===== config.mk =====
export PLATFORM = sky130hd
export DESIGN_NAME = simd_matmul_top
export DESIGN_NICKNAME = d
export VERILOG_FILES = /design/src/rtl/simd_matmul_top.sv
export SDC_FILE = /design/constraint.sdc
export NUM_CORES = 1
export LEC_CHECK = 0
export ABC_AREA = 1
export CAP_MARGIN = 20
export CORE_MARGIN = 2
export CORE_UTILIZATION = 30
export DETAILED_ROUTE_END_ITERATION = 8
export HOLD_SLACK_MARGIN = 0.05
export PLACE_DENSITY = 0.55
export SYNTH_ARGS = -nofsm -noshare
export SYNTH_HDL_FRONTEND = slang
export SYNTH_HIERARCHICAL = 1
export SYNTH_SLANG_ARGS = --single-unit
export TNS_END_PERCENT = 1

===== constraint.sdc =====
create_clock -name clk -period 1.6 [get_ports clk]
set_input_delay 0.32 -clock clk [delete_from_list [all_inputs] [get_ports clk]]
set_output_delay 0.32 -clock clk [all_outputs]
set_load 0.01 [all_outputs]

===== src/rtl/simd_matmul_top.sv =====
// SIMD matrix engine: C = A x B^T over 8x8 unsigned 32-bit matrices held in
// 128-bit-wide RAMs; one A/B word pair is read and reduced per cycle.
module simd_ram #(
    parameter int W     = 128,
    parameter int DEPTH = 16,
    parameter int AW    = 4
) (
    input  logic          clk,
    input  logic          we,
    input  logic [AW-1:0] waddr,
    input  logic [W-1:0]  wdata,
    input  logic [AW-1:0] raddr,
    output logic [W-1:0]  rdata
);
    logic [W-1:0] mem [DEPTH];

    always_ff @(posedge clk) begin
        if (we) mem[waddr] <= wdata;
        rdata <= mem[raddr];
    end
endmodule

module simd_matmul_top #(
    parameter int DW         = 32,
    parameter int LANES      = 4,
    parameter int N          = 8,
    parameter int INST_DEPTH = 256
) (
    input  logic clk,
    input  logic rst,
    input  logic valid,
    output logic stop
);
    localparam int WORDS = N * N / LANES;
    localparam int WAW   = $clog2(WORDS);
    localparam int IAW   = $clog2(INST_DEPTH);
    localparam int RW    = DW * LANES;

    // Handshake: valid is a start request, accepted only in IDLE; stop is a
    // level that rises when the run completes and drops on the next acceptance.
    typedef enum logic [1:0] {IDLE, RUN, DRAIN, DONE} state_t;

    state_t      state, state_next;
    logic [6:0]  idx;
    logic        drain_cnt;

    logic [RW-1:0]  a_rd, b_rd;
    logic [WAW-1:0] a_raddr, b_raddr;
    logic           s1_valid, s1_h;
    logic [2:0]     s1_i, s1_j;
    logic [DW-1:0]  lane_sum, partial, c_val;
    logic [DW-1:0]  row_buf [LANES];
    logic [DW-1:0]  wr_row  [LANES];
    logic           res_we;
    logic [WAW-1:0] res_waddr;
    logic [RW-1:0]  res_wdata;
    logic [DW-1:0]  inst_rd;

    assign a_raddr = {idx[6:4], idx[0]};
    assign b_raddr = {idx[3:1], idx[0]};

    simd_ram #(.W(RW), .DEPTH(WORDS), .AW(WAW)) ram_a (
        .clk(clk), .we(1'b0), .waddr('0), .wdata('0), .raddr(a_raddr), .rdata(a_rd));
    simd_ram #(.W(RW), .DEPTH(WORDS), .AW(WAW)) ram_b (
        .clk(clk), .we(1'b0), .waddr('0), .wdata('0), .raddr(b_raddr), .rdata(b_rd));
    simd_ram #(.W(DW), .DEPTH(INST_DEPTH), .AW(IAW)) ram_inst (
        .clk(clk), .we(1'b0), .waddr('0), .wdata('0), .raddr('0), .rdata(inst_rd));
    simd_ram #(.W(RW), .DEPTH(WORDS), .AW(WAW)) ram_result (
        .clk(clk), .we(res_we), .waddr(res_waddr), .wdata(res_wdata),
        .raddr('0), .rdata());

    always_ff @(posedge clk) begin
        if (rst) state <= IDLE;
        else     state <= state_next;
    end

    always_comb begin
        state_next = state;
        case (state)
            IDLE:    if (valid) state_next = RUN;
            RUN:     if (idx == 7'd127) state_next = DRAIN;
            DRAIN:   if (drain_cnt) state_next = DONE;
            DONE:    state_next = IDLE;
            default: state_next = IDLE;
        endcase
    end

    always_ff @(posedge clk) begin
        if (rst) begin
            idx       <= '0;
            drain_cnt <= 1'b0;
            stop      <= 1'b0;
        end else begin
            if (state == IDLE && valid) idx <= '0;
            else if (state == RUN)      idx <= idx + 7'd1;
            drain_cnt <= (state == DRAIN) ? ~drain_cnt : 1'b0;
            if (state == IDLE && valid) stop <= 1'b0;
            else if (state == DONE)     stop <= 1'b1;
        end
    end

    // Stage-1 tags travel alongside the 1-cycle RAM read.
    always_ff @(posedge clk) begin
        if (rst) begin
            s1_valid <= 1'b0;
            s1_h     <= 1'b0;
            s1_i     <= '0;
            s1_j     <= '0;
        end else begin
            s1_valid <= (state == RUN);
            s1_h     <= idx[0];
            s1_i     <= idx[6:4];
            s1_j     <= idx[3:1];
        end
    end

    always_comb begin
        lane_sum = '0;
        for (int l = 0; l < LANES; l++)
            lane_sum = lane_sum + a_rd[l*DW +: DW] * b_rd[l*DW +: DW];
        c_val = partial + lane_sum;
        for (int l = 0; l < LANES; l++)
            wr_row[l] = row_buf[l];
        wr_row[s1_j[1:0]] = c_val;
        res_we    = s1_valid && s1_h && (s1_j[1:0] == 2'd3);
        res_waddr = {s1_i, s1_j[2]};
        res_wdata = '0;
        for (int l = 0; l < LANES; l++)
            res_wdata[(LANES-1-l)*DW +: DW] = wr_row[l];
    end

    always_ff @(posedge clk) begin
        if (rst) begin
            partial <= '0;
            for (int l = 0; l < LANES; l++) row_buf[l] <= '0;
        end else if (s1_valid) begin
            if (!s1_h) partial <= lane_sum;
            else       row_buf[s1_j[1:0]] <= c_val;
        end
    end
endmodule


# Word-level counts from Yosys, hierarchy flattened
# Cells that the tools add are included.
[word_totals]
ff_bits = 11
latchBits = 0
ramBits = 0
rom_bits = 0
word_cells = 23
memories = 0
[classes]
add_sub_neg = 1
mul = 0
div_mod_pow = 0
order_cmp = 0
n_eq_ne = 7
shift = 0
muxes = 4
bitwise = 2
reduce_logical = 5
[op_table]
columns = ["cell", "n"]
rows = [
  ["$pmux W2 S4", 1],
  ["$add A7 B1 Y7 const B", 1],
  ["$eq A7 B7 Y1 const B", 1],
  ["$mux W2", 3],
  ["$ne A2 B2 Y1 const B", 3],
  ["$eq A2 B2 Y1 const B", 2],
  ["$reduce_or A2 Y1", 2],
  ["$reduce_and A3 Y1", 1],
  ["$eq A2 B1 Y1 const B", 1],
  ["$logic_not A2 Y1", 1],
  ["$not A1 Y1", 2],
  ["$logic_and A1 B1 Y1", 1],
]

# Longest topological paths before layout
[logic_depth]
word_depth = 3
depth_mapped = 8
ltp_nobuf = 8

# Worst setup path after synthesis
# OpenSTA, ideal clock, no wires.
[synth_path]
path_kind = "reg-to-reg"
start = "reg state[1]"
end = "reg idx[5]"
arrival_time_ns = 1.076
required_time_ns = 1.486
setup_slack_ns = 0.411
path_stages_with_launch = 8
n_path_buf = 0
period_less_slack_ns = 1.189
cell_sequence = "dfxtp_1 > inv_1 > ha_1 > nand2_1 > nor3_2 > nand2_1 > nand2_1 > nor2_1"
[synth_via]
elab_chain_len = 3
word_cells_on_any_way = 4
cone_classes = "1 x eq/ne; 3 x reduce/logical"
[synth_lines]
columns = ["element", "line_no", "source"]
rows = [
  ["from (decl)", "43", "state_t state, state_next;"],
  ["from (signal assigned)", "74", "else state <= state_next;"],
  ["$logic_not A2 Y1", "94", "if (state == IDLE && valid) idx <= '0;"],
  ["$logic_and A1 B1 Y1", "94", ""],
  ["$reduce_or A2 Y1 (no line)", "--", ""],
  ["to (signal assigned)", "95", "else if (state == RUN) idx <= idx + 7'd1;"],
  ["to (decl)", "44", "logic [6:0] idx;"],
]
# Several ways; a longest one is shown, not always the timed one.
# A chain may end at the register's enable or synchronous reset.

# Final worst setup path
[layout_path]
start = "reg stop"
end = "out stop"
[layout_rtl]
columns = ["element", "line_no", "source"]
rows = [
  ["from (decl)", "32", "output logic stop"],
  ["from (signal assigned)", "92", "stop <= 1'b0;"],
  ["from (signal assigned)", "97", "if (state == IDLE && valid) stop <= 1'b0;"],
  ["from (signal assigned)", "98", "else if (state == DONE) stop <= 1'b1;"],
]
# No word-level cell between the ends.

==> run_results.csv <==
group,metric,value,unit
floorplanning,fp-row-count,15,
route,postRouteWirelength,842,um
route,drc,0,
synthesis,synthesized_cell_area,541.8,um^2
placement,place_area,603.1,um^2
route,route.detailed.vias_per_inst,4.131,
synthesis,ys_ff_latch,11,
timing,total_count_of_hold_check_failures_in_the_final_report,0,
finish,layout.core_utilization,36.85,%
worst_setup_path,critPathCaptureType,"output port",
finish,final_nets,91,
worst_setup_path,worst_setup_path_start_kind,"flop",
route,drtPass1Iterations,3,
global_routing,global_route_wire_length_before_repair,1497,um
timing,max_freq,0.6906,GHz
synthesis,netlist_instances,75,
power_and_ir_drop,power_density,1351,mW/mm^2
synthesis,yosysSeqAreaShare,40.65,%
synthesis,syn-mean-instance-area,7.224,um^2
synthesis,area_leader_netlist,"sky130_fd_sc_hd__dfxtp_1",
worst_setup_path,worstPathCellList,"clkdlybuf4s50_1",
route,drt_iter0_markers,10,
power_and_ir_drop,ir_drop,0.6500,mV
timing,fin_tns_setup,0,ps
finish,antennaDiodeCount,0,
timing,clock_skew_after_layout,3.176,ps
clocking,clock_path_buffers,2,
floorplanning,start_util,31.72,%
floorplanning,die_width,46.50,um
worst_setup_path,crit_path_top_delay_cell,"sky130_fd_sc_hd__clkdlybuf4s50_1",
global_routing,number_of_global_route_vias_before_repair,405,
synthesis,synth.yosys.warnings,6,
worst_setup_path,cp.required,1280,ps
worst_setup_path,crit_path_max_incr_delay,530,ps
worst_setup_path,worstSetupPathType,"flop to output port",
clocking,cts-htree-levels,1,
clocking,tritoncts,"built",
power_and_ir_drop,post-layout-total-power,0.0008502,W
placement,globalplace.congestion,0.7198,
clocking,clock_pin_slew_on_the_worst_setup_and_hold_paths,70,ps
clocking,cts.repair_timing.setup_buffer_count,0,
worst_setup_path,largest_fanout_on_the_critical_path,2,
route,drt-wirelength-per-cell,7.869,um
clocking,hold_buffers,0,
clocking,cts_made_buffers,3,
hold_path,hp-class,"flop to flop",
synthesis,synth.distinct_cells,13,
timing,layout_worst_path_cycle_share,90.50,%
hold_path,hold_depth,2,
synthesis,synth.net_count,83,
floorplanning,num_io_pins,4,
worst_setup_path,crit_arrival,1130,ps
timing,worstMarginPinSlew,251.2,ps
worst_setup_path,path_depth,1,
global_routing,grt_start_max_net_pins,8,
finish,area_growth,16.17,%
clocking,root_buffer,"sky130_fd_sc_hd__clkbuf_4",
timing,drv_slew,0,
placement,portBuffers,3,
finish,final_layout_size_suffix_gt1_share,6.098,%
synthesis,synth.top_cell.area_share,40.65,%
timing,rsz0062_at_grt,"false",
clocking,clock_latency,260,ps
timing,slew-limit-headroom,83.26,%
worst_setup_path,cp_num_buf_inv,1,
worst_setup_path,critical-path-top-delay-family,"buffers and inverters",
clocking,tritoncts_num_sinks,11,
clocking,cts_resized,0,
finish,finish.instance_area,629.4,um^2
flow_run,drv.max_cap_violation_count,0,
floorplanning,coreArea,0.001708,mm^2
global_routing,antenna_found_initial,0,
synthesis,ys_top_cells_by_area,"sky130_fd_sc_hd__dfxtp_1, sky130_fd_sc_hd__ha_1, sky130_fd_sc_hd__nand2_1",
run_status,status,"completed",
floorplanning,dieArea,0.002162,mm^2
global_routing,grt.total_usage,10.13,%
floorplanning,die_height,46.50,um
placement,dp_hpwl,677.2,um
worst_setup_path,reg2regPathDepth,7,
route,route.vias.total,442,
route,ant_nets,0,
power_and_ir_drop,leakage,0.2512,nW
global_routing,grt_overflow,0,
timing,fin_crit,1448,ps
timing,setup_violations,0,
finish,num-fill-cells,188,
[cell usage after synthesis]
library cell              number
sky130_fd_sc_hd__nor3b_1       2
sky130_fd_sc_hd__nor2_1       14
sky130_fd_sc_hd__xnor2_1       1
sky130_fd_sc_hd__nor3_2        1
sky130_fd_sc_hd__nor3_1        1
sky130_fd_sc_hd__nor2_2        1
sky130_fd_sc_hd__dfxtp_1      11
sky130_fd_sc_hd__o21ai_0       1
sky130_fd_sc_hd__nand2_1      14
sky130_fd_sc_hd__ha_1          5
sky130_fd_sc_hd__nand3_1       4
sky130_fd_sc_hd__a21oi_1       7
sky130_fd_sc_hd__inv_1        13
[area by class of cell]
cell class | instances | area [um^2] | area share [%]
flip-flops and latches | 11 | 220.2 | 34.99
well taps | 25 | 31.28 | 4.970
multi-input cells | 51 | 272.8 | 43.34
repair buffers | 3 | 30.03 | 4.771
inverters | 13 | 48.80 | 7.753
clock buffers | 4 | 26.28 | 4.175
[final timing paths]
| kind | slack, ps | endpoint | from |
|---|---|---|---|
| hold / removal | 470 | idx[5] | idx[5] |
| setup / recovery | 150 | stop | stop |
| hold reg to reg | 470 | idx[5] | idx[5] |
| setup reg to reg | 260 | idx[5] | state[1] |
[per-stage QoR]
stage	hold WS, ps	instances	setup WS, ps
2_1_floorplan	392.4	75	410.6
3_3_place_gp	454.6	103	204.4
3_5_place_dp	457.5	103	168.8
4_1_cts	477.5	107	134.9
5_1_grt	505.3	107	76.21
6_report	472.1	107	151.9
[sequential cells by signal (all words and copies together) (netlist names)]
register / count
drain_cnt: 1
idx: 7
stop: 1
state: 2
[cell families after synthesis]
logic type	synth area share, %
fa+ha+maj	11.55
compound gates	7.389
flops	40.65
simple gates	29.79
xor+xnor	1.617
buf+inv	9.008
[report_power, final]
part | switching, W | internal [W]
clock | 0.0000888 | 0.0000965
combinational | 0.000186 | 0.000128
sequential | 0.0000344 | 0.000317
total | 0.000309 | 0.000541
[cell usage in the layout, fill, tap and decap left out, drive strengths merged]
cell type      synthesis  layout
nor2                  15      15
nand2                 14      14
inv                   13      13
dfxtp                 11      11
a21oi                  7       7
ha                     5       5
nand3                  4       4
clkbuf                 0       4
clkdlybuf4s50          0       3
nor3b                  2       2
nor3                   2       2
o21ai                  1       1
xnor2                  1       1
[layer usage]
metal	global-route usage [%]	up-vias	routed length [um]
met2	14.72	5	362
li1	-	247	-
met3	2.353	4	19
met1	12.35	186	431
met4	8.571	0	29
met5	0	-	0
(Power assumes the default switching activity.)
